[src/rtl/ddr_sref_sequencer.sv]
// N-channel DDR4 self-refresh save/restore sequencer: drives the MIG sref handshake
// before partial reconfiguration and the init-skip/calibration/restore sequence after it.
module ddr_sref_sequencer #(
  parameter int NUM_CH        = 3,
  parameter int ACK_TIMEOUT   = 65535,
  parameter int CALIB_TIMEOUT = 1048575,
  parameter int RESTORE_HOLD  = 16
) (
  input  logic                  sys_clk,
  input  logic                  rst_main_n,
  input  logic [NUM_CH-1:0]     ch_enable,
  input  logic                  sref_enter,
  input  logic                  sref_exit,
  input  logic [NUM_CH-1:0]     app_sref_ack,
  input  logic [NUM_CH-1:0]     init_calib_complete,
  output logic [NUM_CH-1:0]     app_sref_req,
  output logic [NUM_CH-1:0]     app_mem_init_skip,
  output logic [NUM_CH-1:0]     app_xsdb_select,
  output logic [NUM_CH-1:0]     app_restore_complete,
  output logic [8*NUM_CH-1:0]   ctrl_status,
  output logic                  busy,
  output logic                  done,
  output logic                  error,
  output logic [2:0]            state_o
);

  typedef enum logic [2:0] {
    IDLE      = 3'd0,
    ENTER     = 3'd1,
    IN_SREF   = 3'd2,
    EXIT_WAIT = 3'd3,
    RESTORE   = 3'd4,
    ERR       = 3'd5
  } state_t;

  localparam int MAX_AC = (ACK_TIMEOUT > CALIB_TIMEOUT) ? ACK_TIMEOUT : CALIB_TIMEOUT;
  localparam int MAX_T  = (MAX_AC > RESTORE_HOLD) ? MAX_AC : RESTORE_HOLD;
  localparam int CW     = $clog2(MAX_T + 1);

  // Limits are one less than the timeout because the counter starts at 0 on state entry.
  localparam logic [CW-1:0] ACK_LIM   = CW'(ACK_TIMEOUT - 1);
  localparam logic [CW-1:0] CALIB_LIM = CW'(CALIB_TIMEOUT - 1);
  localparam logic [CW-1:0] HOLD_LIM  = CW'(RESTORE_HOLD - 1);

  state_t              state, state_nxt;
  logic [CW-1:0]       cnt, cnt_nxt;
  logic [NUM_CH-1:0]   en, en_nxt;
  logic [NUM_CH-1:0]   ackl, ackl_nxt;
  logic [NUM_CH-1:0]   tmo, tmo_nxt;
  logic                error_nxt, done_nxt;
  logic [NUM_CH-1:0]   req_nxt, skip_nxt, xsdb_nxt, rc_nxt;

  // NOTE: every signal written here gets a default first so no path leaves it unassigned (no latches).
  always_comb begin
    state_nxt = state;
    en_nxt    = en;
    ackl_nxt  = ackl;
    tmo_nxt   = tmo;
    error_nxt = error;
    done_nxt  = 1'b0;
    req_nxt   = '0;
    skip_nxt  = '0;
    xsdb_nxt  = '0;
    rc_nxt    = '0;

    unique case (state)
      IDLE: begin
        if (sref_enter) begin
          state_nxt = ENTER;
          en_nxt    = ch_enable;
          ackl_nxt  = '0;
          tmo_nxt   = '0;
          error_nxt = 1'b0;
          req_nxt   = ch_enable;
        end
      end
      ENTER: begin
        ackl_nxt = ackl | (app_sref_ack & en);
        req_nxt  = en;
        // Disabled channels count as acknowledged; an ack on the final counted cycle still wins.
        if (&(ackl_nxt | ~en)) begin
          state_nxt = IN_SREF;
          done_nxt  = 1'b1;
          skip_nxt  = en;
          xsdb_nxt  = en;
        end else if (cnt >= ACK_LIM) begin
          state_nxt = ERR;
          tmo_nxt   = en & ~ackl_nxt;
          error_nxt = 1'b1;
          done_nxt  = 1'b1;
          req_nxt   = '0;
        end
      end
      IN_SREF: begin
        req_nxt  = en;
        skip_nxt = en;
        xsdb_nxt = en;
        if (sref_exit) begin
          state_nxt = EXIT_WAIT;
          req_nxt   = '0;
        end
      end
      EXIT_WAIT: begin
        skip_nxt = en;
        xsdb_nxt = en;
        if (&(init_calib_complete | ~en)) begin
          state_nxt = RESTORE;
          rc_nxt    = en;
        end else if (cnt >= CALIB_LIM) begin
          state_nxt = ERR;
          tmo_nxt   = en & ~init_calib_complete;
          error_nxt = 1'b1;
          done_nxt  = 1'b1;
          skip_nxt  = '0;
          xsdb_nxt  = '0;
        end
      end
      RESTORE: begin
        skip_nxt = en;
        xsdb_nxt = en;
        rc_nxt   = en;
        if (cnt >= HOLD_LIM) begin
          state_nxt = IDLE;
          done_nxt  = 1'b1;
          skip_nxt  = '0;
          xsdb_nxt  = '0;
          rc_nxt    = '0;
        end
      end
      ERR: begin
        state_nxt = IDLE;
      end
      default: begin
        state_nxt = IDLE;
      end
    endcase

    // Counter restarts on every state change and saturates rather than wrapping.
    if (state_nxt != state) begin
      cnt_nxt = '0;
    end else if (cnt != '1) begin
      cnt_nxt = cnt + CW'(1);
    end else begin
      cnt_nxt = cnt;
    end
  end

  // NOTE: sequential state uses non-blocking assignments so all flops update from pre-edge values.
  always_ff @(posedge sys_clk) begin
    if (!rst_main_n) begin
      state                <= IDLE;
      cnt                  <= '0;
      en                   <= '0;
      ackl                 <= '0;
      tmo                  <= '0;
      error                <= 1'b0;
      done                 <= 1'b0;
      app_sref_req         <= '0;
      app_mem_init_skip    <= '0;
      app_xsdb_select      <= '0;
      app_restore_complete <= '0;
    end else begin
      state                <= state_nxt;
      cnt                  <= cnt_nxt;
      en                   <= en_nxt;
      ackl                 <= ackl_nxt;
      tmo                  <= tmo_nxt;
      error                <= error_nxt;
      done                 <= done_nxt;
      app_sref_req         <= req_nxt;
      app_mem_init_skip    <= skip_nxt;
      app_xsdb_select      <= xsdb_nxt;
      app_restore_complete <= rc_nxt;
    end
  end

  always_comb begin
    ctrl_status = '0;
    for (int c = 0; c < NUM_CH; c++) begin
      ctrl_status[8*c +: 8] = {ackl[c], tmo[c], en[c] & (state == IN_SREF), app_xsdb_select[c],
                               app_mem_init_skip[c], app_restore_complete[c], en[c], app_sref_req[c]};
    end
  end

  assign busy    = (state != IDLE);
  assign state_o = state;

endmodule

[config.mk]
export PLATFORM = sky130hd
export DESIGN_NAME = ddr_sref_sequencer
export DESIGN_NICKNAME = d
export VERILOG_FILES = /design/src/rtl/ddr_sref_sequencer.sv
export SDC_FILE = /design/constraint.sdc
export NUM_CORES = 1
export LEC_CHECK = 0
export ABC_AREA = 1
export CORE_MARGIN = 2
export CORE_UTILIZATION = 47
export DETAILED_ROUTE_END_ITERATION = 16
export PLACE_DENSITY = 0.76
export SLEW_MARGIN = 20
export SYNTH_ARGS = -nofsm -noshare
export SYNTH_HDL_FRONTEND = slang
export SYNTH_SLANG_ARGS = --single-unit
[constraint.sdc]
create_clock -name sys_clk -period 2 [get_ports sys_clk]
set_input_delay 0.4 -clock sys_clk [delete_from_list [all_inputs] [get_ports sys_clk]]
set_output_delay 0.4 -clock sys_clk [all_outputs]
set_load 0.01 [all_outputs]
Word level (Yosys, flattened, before mapping):

Index checks and enable logic that the tools add are counted.

* flip-flop bits (word level): 43
* bits of input ports: 13
* output and inout bits: 42
* logic and storage cells: 87

* reductions and logical operators: 10
* bitwise logic cells: 13
* $lt $le $gt $ge: 3
* add/sub/neg operators: 1
* mux-type cells: 39
* equality and inequality tests: 11

Operator list (number)
* $mux W3: 21
* $add A20 B1 Y20 const B: 1
* $ge A20 B16 Y1 const B: 1
* $ge A20 B20 Y1 const B: 1
* $ge A20 B4 Y1 const B: 1
* $ne A20 B20 Y1 const B: 1
* $pmux W3 S3: 2
* $pmux W3 S5: 1
* $pmux W3 S2: 2
* $pmux W3 S4: 1
* $mux W1: 10
* $ne A2 B2 Y1 const B: 5
* $and A3 B3 Y3: 3
* $not A3 Y3: 3
* $or A3 B3 Y3: 3
* $eq A3 B2 Y1 const B: 2
* $pmux W1 S3: 2
* $reduce_and A3 Y1: 2
* $reduce_and A6 Y1: 1
* $reduce_bool A3 Y1: 2
* $reduce_and A2 Y1: 2
* $and A1 B1 Y1: 3
* $eq A3 B1 Y1 const B: 1
* $eq A3 B3 Y1 const B: 1
* 5 further kinds: 5

Longest topological paths before layout:

* depth in word-level cells: 8
* gate-level depth with buffers: 12
* depth with buffers taken out: 11

Least setup slack after synthesis:

No wires, ideal clock.

* path type: register to register
* from: reg cnt[1]
* to: reg cnt[6]
* buffers on the path: 0
* stages on the path, launching flop included: 11
* slack: 436 ps
* setup time: 117 ps
* clock period less this slack: 1564 ps
* data arrival time: 1447 ps
* required time: 1883 ps
* path through: dfxtp_1 -> ha_1 -> inv_1 -> nor2_1 -> nand2_2 -> nor2_2 -> nand2_2 -> nand3_2 -> nor2_1 -> xnor2_1 -> nor2_2

* word-level cells in the longest chain between the ends: 6
* elaborated cells between the ends (all ways): 13
* classes of those cells: 1 x add/sub; 3 x order compare; 2 x eq/ne; 6 x mux; 1 x reduce/logical

Ends and longest elaborated chain
* from (decl): line 46 `logic [CW-1:0] cnt, cnt_nxt;`
* from (signal assigned): line 164 `cnt <= cnt_nxt;`
* $ge A20 B20 Y1 / $ge A20 B16 Y1 (equally long branches): line 109, 86
* $mux W3, on equally long branches: line 109, 86
* $mux W3, on equally long branches: line 106, 81
* $pmux W3 S5: line 66 `unique case (state)`
* $ne A3 B3 Y1: line 139 `if (state_nxt != state) begin`
* $reduce_or A2 Y1 (no source line)

Parallel ways exist; a longest one is shown, timed or not.
A chain may end at the register's enable or synchronous reset.

Final worst setup path:

* from: reg state[2], in the netlist state_o[2]
* to: out busy

* word-level cells in the longest chain between the ends: 1

Ends and longest elaborated chain
* from (decl): line 45 `state_t state, state_nxt;`
* from (signal assigned): line 163 `state <= state_nxt;`
* $reduce_bool A3 Y1: line 185 `assign busy = (state != IDLE);`
* to (decl): line 21 `output logic busy,`

Every way passes these cells.

==> impl_table.tex <==
\begin{tabular}{lr}
\hline
Metric & Value \\
\hline
\multicolumn{2}{l}{\textbf{STA}} \\
\quad Share of the cycle needed by the critical path after routing & 95.3\% \\
\quad Maximum clock rate & 524 MHz \\
\quad Transition time of the tightest slew-check pin & 593 ps \\
\quad Final max-slew violation count & 0 \\
\quad Accumulated negative setup slack & 0 ps \\
\quad Fin crit period & 1910 ps \\
\quad Setup-violating endpoint count in the final report & 0 \\
\quad Unrepaired setup endpoints after global routing & no \\
\quad Largest clock skew in the final design & 8.91 ps \\
\quad Relative slew slack & 60.1\% \\
\quad Final-report hold violation count & 0 \\
\multicolumn{2}{l}{\textbf{Clock tree}} \\
\quad Post-CTS Hold Fix Bufs & 0 \\
\quad Reg clk slew, reported paths & 80 ps \\
\quad H-tree levels & 2 \\
\quad Clock latency of the later-clocked register in the worst-skew pair & 290 ps \\
\quad \# Post-CTS Setup Buffers & 0 \\
\quad TritonCTS clock tree & done \\
\quad CTS root buf & clkbuf\_8 \\
\quad Clock buffers created by TritonCTS & 5 \\
\quad Number of sinks on the clock net & 43 \\
\quad Deepest clock path buffer count & 2 \\
\multicolumn{2}{l}{\textbf{Worst setup path}} \\
\quad Critical path data arrival time & 1510 ps \\
\quad Kind of cell adding the most delay to the critical path & buffers and inverters \\
\quad Origin of the worst setup path & state\_o[2] \\
\quad Number of buffer and inverter stages on the critical path & 3 \\
\quad Critical Path Fanout Max & 8 \\
\quad Slowest-stage cell, CP & clkdlybuf4s50\_1 \\
\quad Worst setup SP type & flop \\
\quad Sequence of cells on the critical path & buf\_4 > inv\_2 > nand2\_1 > clkdlybuf4s50\_1 \\
\quad Largest stage delay on the critical path & 530 ps \\
\quad Worst EP required & 1600 ps \\
\quad Critical path class & flop to output port \\
\quad Beginning of the worst register-to-register path & state\_o[2] \\
\quad CP Capture Type & output port \\
\multicolumn{2}{l}{\textbf{Yosys}} \\
\quad Number of library cell types mapped by synthesis & 28 \\
\quad Xor and xnor fraction of the mapped netlist area & 5.58\% \\
\quad Post-Syn Nets & 378 \\
\quad Sequential-to-total area share from yosys stat & 34.3\% \\
\quad Post-synthesis cell type with the largest combined area & dfxtp\_1 \\
\quad Main area contributors after synthesis & dfxtp\_1, nand2\_1, nor2\_1 \\
\quad Synthesis Warnings & 0 \\
\quad Number of enable flip-flop cells after synthesis & 0 \\
\quad Adder-cell area share of the yosys netlist & 0.997\% \\
\quad Cell with the most instances after synthesis & nand2\_1 \\
\quad Number of standard cells after synthesis & 363 \\
\quad Simple-gate share of the synthesized area & 40.6\% \\
\quad Share of Yosys cell area claimed by the top area cell type & 34.3\% \\
\quad Top post-synthesis cells by count & nand2\_1, nor2\_1, dfxtp\_1, inv\_1 \\
\quad Prevailing post-synth register cell & dfxtp\_1 \\
\quad Post-synth ARST share & 0\% \\
\quad Mean instance size in the synthesized netlist & 6.91 um2 \\
\quad Multiplexer area fraction after synthesis & 0\% \\
\quad Area of the mapped netlist & 2510 um2 \\
\quad Compound-Gate Fraction of Synth Area & 6.38\% \\
\quad Largest family of logic cells by synthesized area & simple AND/OR/NAND/NOR gates \\
\quad Number of synthesized register bits & 43 \\
\multicolumn{2}{l}{\textbf{Power}} \\
\quad Share of total power in sequential cells & 47.7\% \\
\quad Lkg Pwr & 1.22 nW \\
\quad Clk network pwr share & 28.7\% \\
\quad Power density over the cells & 596 nW/um2 \\
\quad Design internal power & 1.35 mW \\
\quad Peak supply drop & 0.289 mV \\
\quad Proportion of power drawn by combinational gates & 23.5\% \\
\quad Share of total power consumed by net switching & 29.4\% \\
\quad Sw power & 0.563 mW \\
\multicolumn{2}{l}{\textbf{Hold path}} \\
\quad Classification of the worst-slack hold path & flop to flop \\
\quad Critical hold path startpoint & tmo[0] \\
\multicolumn{2}{l}{\textbf{Route}} \\
\quad Routed length per instance & 12.3 um \\
\quad Number of optimization iterations in the first detailed-route pass & 5 \\
\quad ANT nets after route & 0 \\
\quad Total number of vias & 2410 \\
\quad Final WL & 5990 um \\
\quad Number of design rule violations left after detail routing & 0 \\
\quad Vias per std cell & 4.94 \\
\quad Drt initial violations & 150 \\
\multicolumn{2}{l}{\textbf{Flow run}} \\
\quad MaxCap Viol Count & 0 \\
\multicolumn{2}{l}{\textbf{Layout}} \\
\quad Fill count & 507 \\
\quad Share of final-layout standard cells stronger than drive strength 1 & 16.7\% \\
\quad Layout Cell Area excl Fill & 3220 um2 \\
\quad Area delta synth->final & 28.1\% \\
\quad Count of inserted antenna diode cells & 0 \\
\quad Number of nets in the layout & 433 \\
\multicolumn{2}{l}{\textbf{Global routing}} \\
\quad Global-route usage over all layers & 21.4\% \\
\quad Maximum number of pins on one net before global-route repair & 17 \\
\quad First-pass GRT wire length & 10400 um \\
\quad Overall overflow remaining after global route & 0 \\
\quad Via count of the first global-routing pass & 2344 \\
\quad Antenna violations before repair & 0 \\
\multicolumn{2}{l}{\textbf{Floorplan}} \\
\quad Die outline height & 77.1 um \\
\quad Number of ports placed on the die boundary & 55 \\
\quad Core Footprint & 5140 um2 \\
\quad Area of the die & 5940 um2 \\
\quad Std-Cell Rows & 26 \\
\quad Die width & 77.1 um \\
\quad Starting density of the core & 48.8\% \\
\multicolumn{2}{l}{\textbf{Placement}} \\
\quad Detailed-placement wirelength estimate & 4640 um \\
\quad Cell Area, Placed & 3110 um2 \\
\quad Port buffer count & 54 \\
\quad Placer Congestion & 0.915 \\
\multicolumn{2}{l}{\textbf{Outcome}} \\
\quad Status & finished, final reports clean \\
\hline
\end{tabular}
==> repair_timing <==
item / CTS / global route
pin swaps: 0 / 0
gates resized for setup: 6 / 2
endpoints found under the setup margin: 3 / 2
==> flip-flops by register name (all words and copies together), names as in the netlist <==
register,count
cnt,20
ackl,3
app_restore_complete,3
app_sref_req,3
app_xsdb_select,3
en,3
state_o,3
tmo,3
done,1
error,1
==> worst min-delay path, stage by stage (launching register included) <==
cell	delay, ps
dfxtp_1	320
nand2_1	60
a21oi_1	50
==> worst paths after layout <==
check | slack [ps] | cells after the start | endpoint
max | 90 | 4 | busy
min | 470 | 2 | tmo[0]
max reg2reg | 190 | 10 | error
min reg2reg | 470 | 2 | tmo[0]
==> cell families (layout without fill, tap and decap cells) <==
group                    Yosys count  count (layout)
AO/OA/AOI/OAI                     30              30
XOR/XNOR                          16              16
adder cells (fa/ha/maj)            2               2
buffers and inverters             60             115
flip-flops                        43              43
AND/OR/NAND/NOR                  212             212
==> routing by layer <==
layer  track usage (%)  wire, um  up-vias
met5                 0         0        -
met3              5.06       382        4
met4              7.50        67        0
li1                  -         -     1243
met2              34.5      2840       78
met1              28.0      2700     1085
==> layout by cell type (no fill, tap or decap) <==
master           instances
a21oi_1                 20
nand3b_1                 1
nand3_2                  4
nor3_2                   3
or2_0                    1
o21ai_0                  6
dfxtp_1                 42
nor2_4                   3
a21oi_2                  1
nor3_4                   1
nand3_1                 24
dlygate4sd2_1            3
nor2_1                  51
xor2_1                  11
ha_1                     1
nand2_1                 68
dfxtp_2                  1
clkinv_2                 1
nand4_1                  7
nor3_1                  14
xnor2_1                  5
buf_12                   2
nor4_1                   1
nand2_2                  9
ha_2                     1
inv_2                    1
a31oi_1                  1
clkbuf_8                 6
o31ai_1                  2
buf_4                   12
nor2_2                  25
inv_1                   39
clkdlybuf4s50_1         51
==> power by group through the flow <==
stage	clock network, mW	registers [mW]	logic (mW)
finish	0.551	0.916	0.451
global route	0.614	0.922	0.501
global placement	0	0.930	0.438
detailed placement	0	0.932	0.442
CTS	0.568	0.914	0.448
floorplan	0	0.941	0.250
==> area by class of cell <==
class / count / area, um2 / share of cell area (%)
clock inverters: 1 / 5.00 / 0.156
clock buffers: 6 / 82.6 / 2.57
multi-input cells: 260 / 1360 / 42.3
well taps: 70 / 87.6 / 2.72
inverters: 40 / 150 / 4.67
repair buffers: 68 / 667 / 20.7
flip-flops and latches: 43 / 862 / 26.8
==> through the flow <==
step	std cells	total power, mW	setup WS (ps)	util (%)	hold slack (ps)
global placement	481	1.37	-32.1	60.6	455
global route	488	2.04	4.69	62.6	495
CTS	488	1.93	47.2	62.5	471
floorplan	363	1.19	436	-	486
finish	488	1.92	93.0	62.6	467
detailed placement	481	1.37	-106	60.6	460
Power figures use the tool's default switching activity.
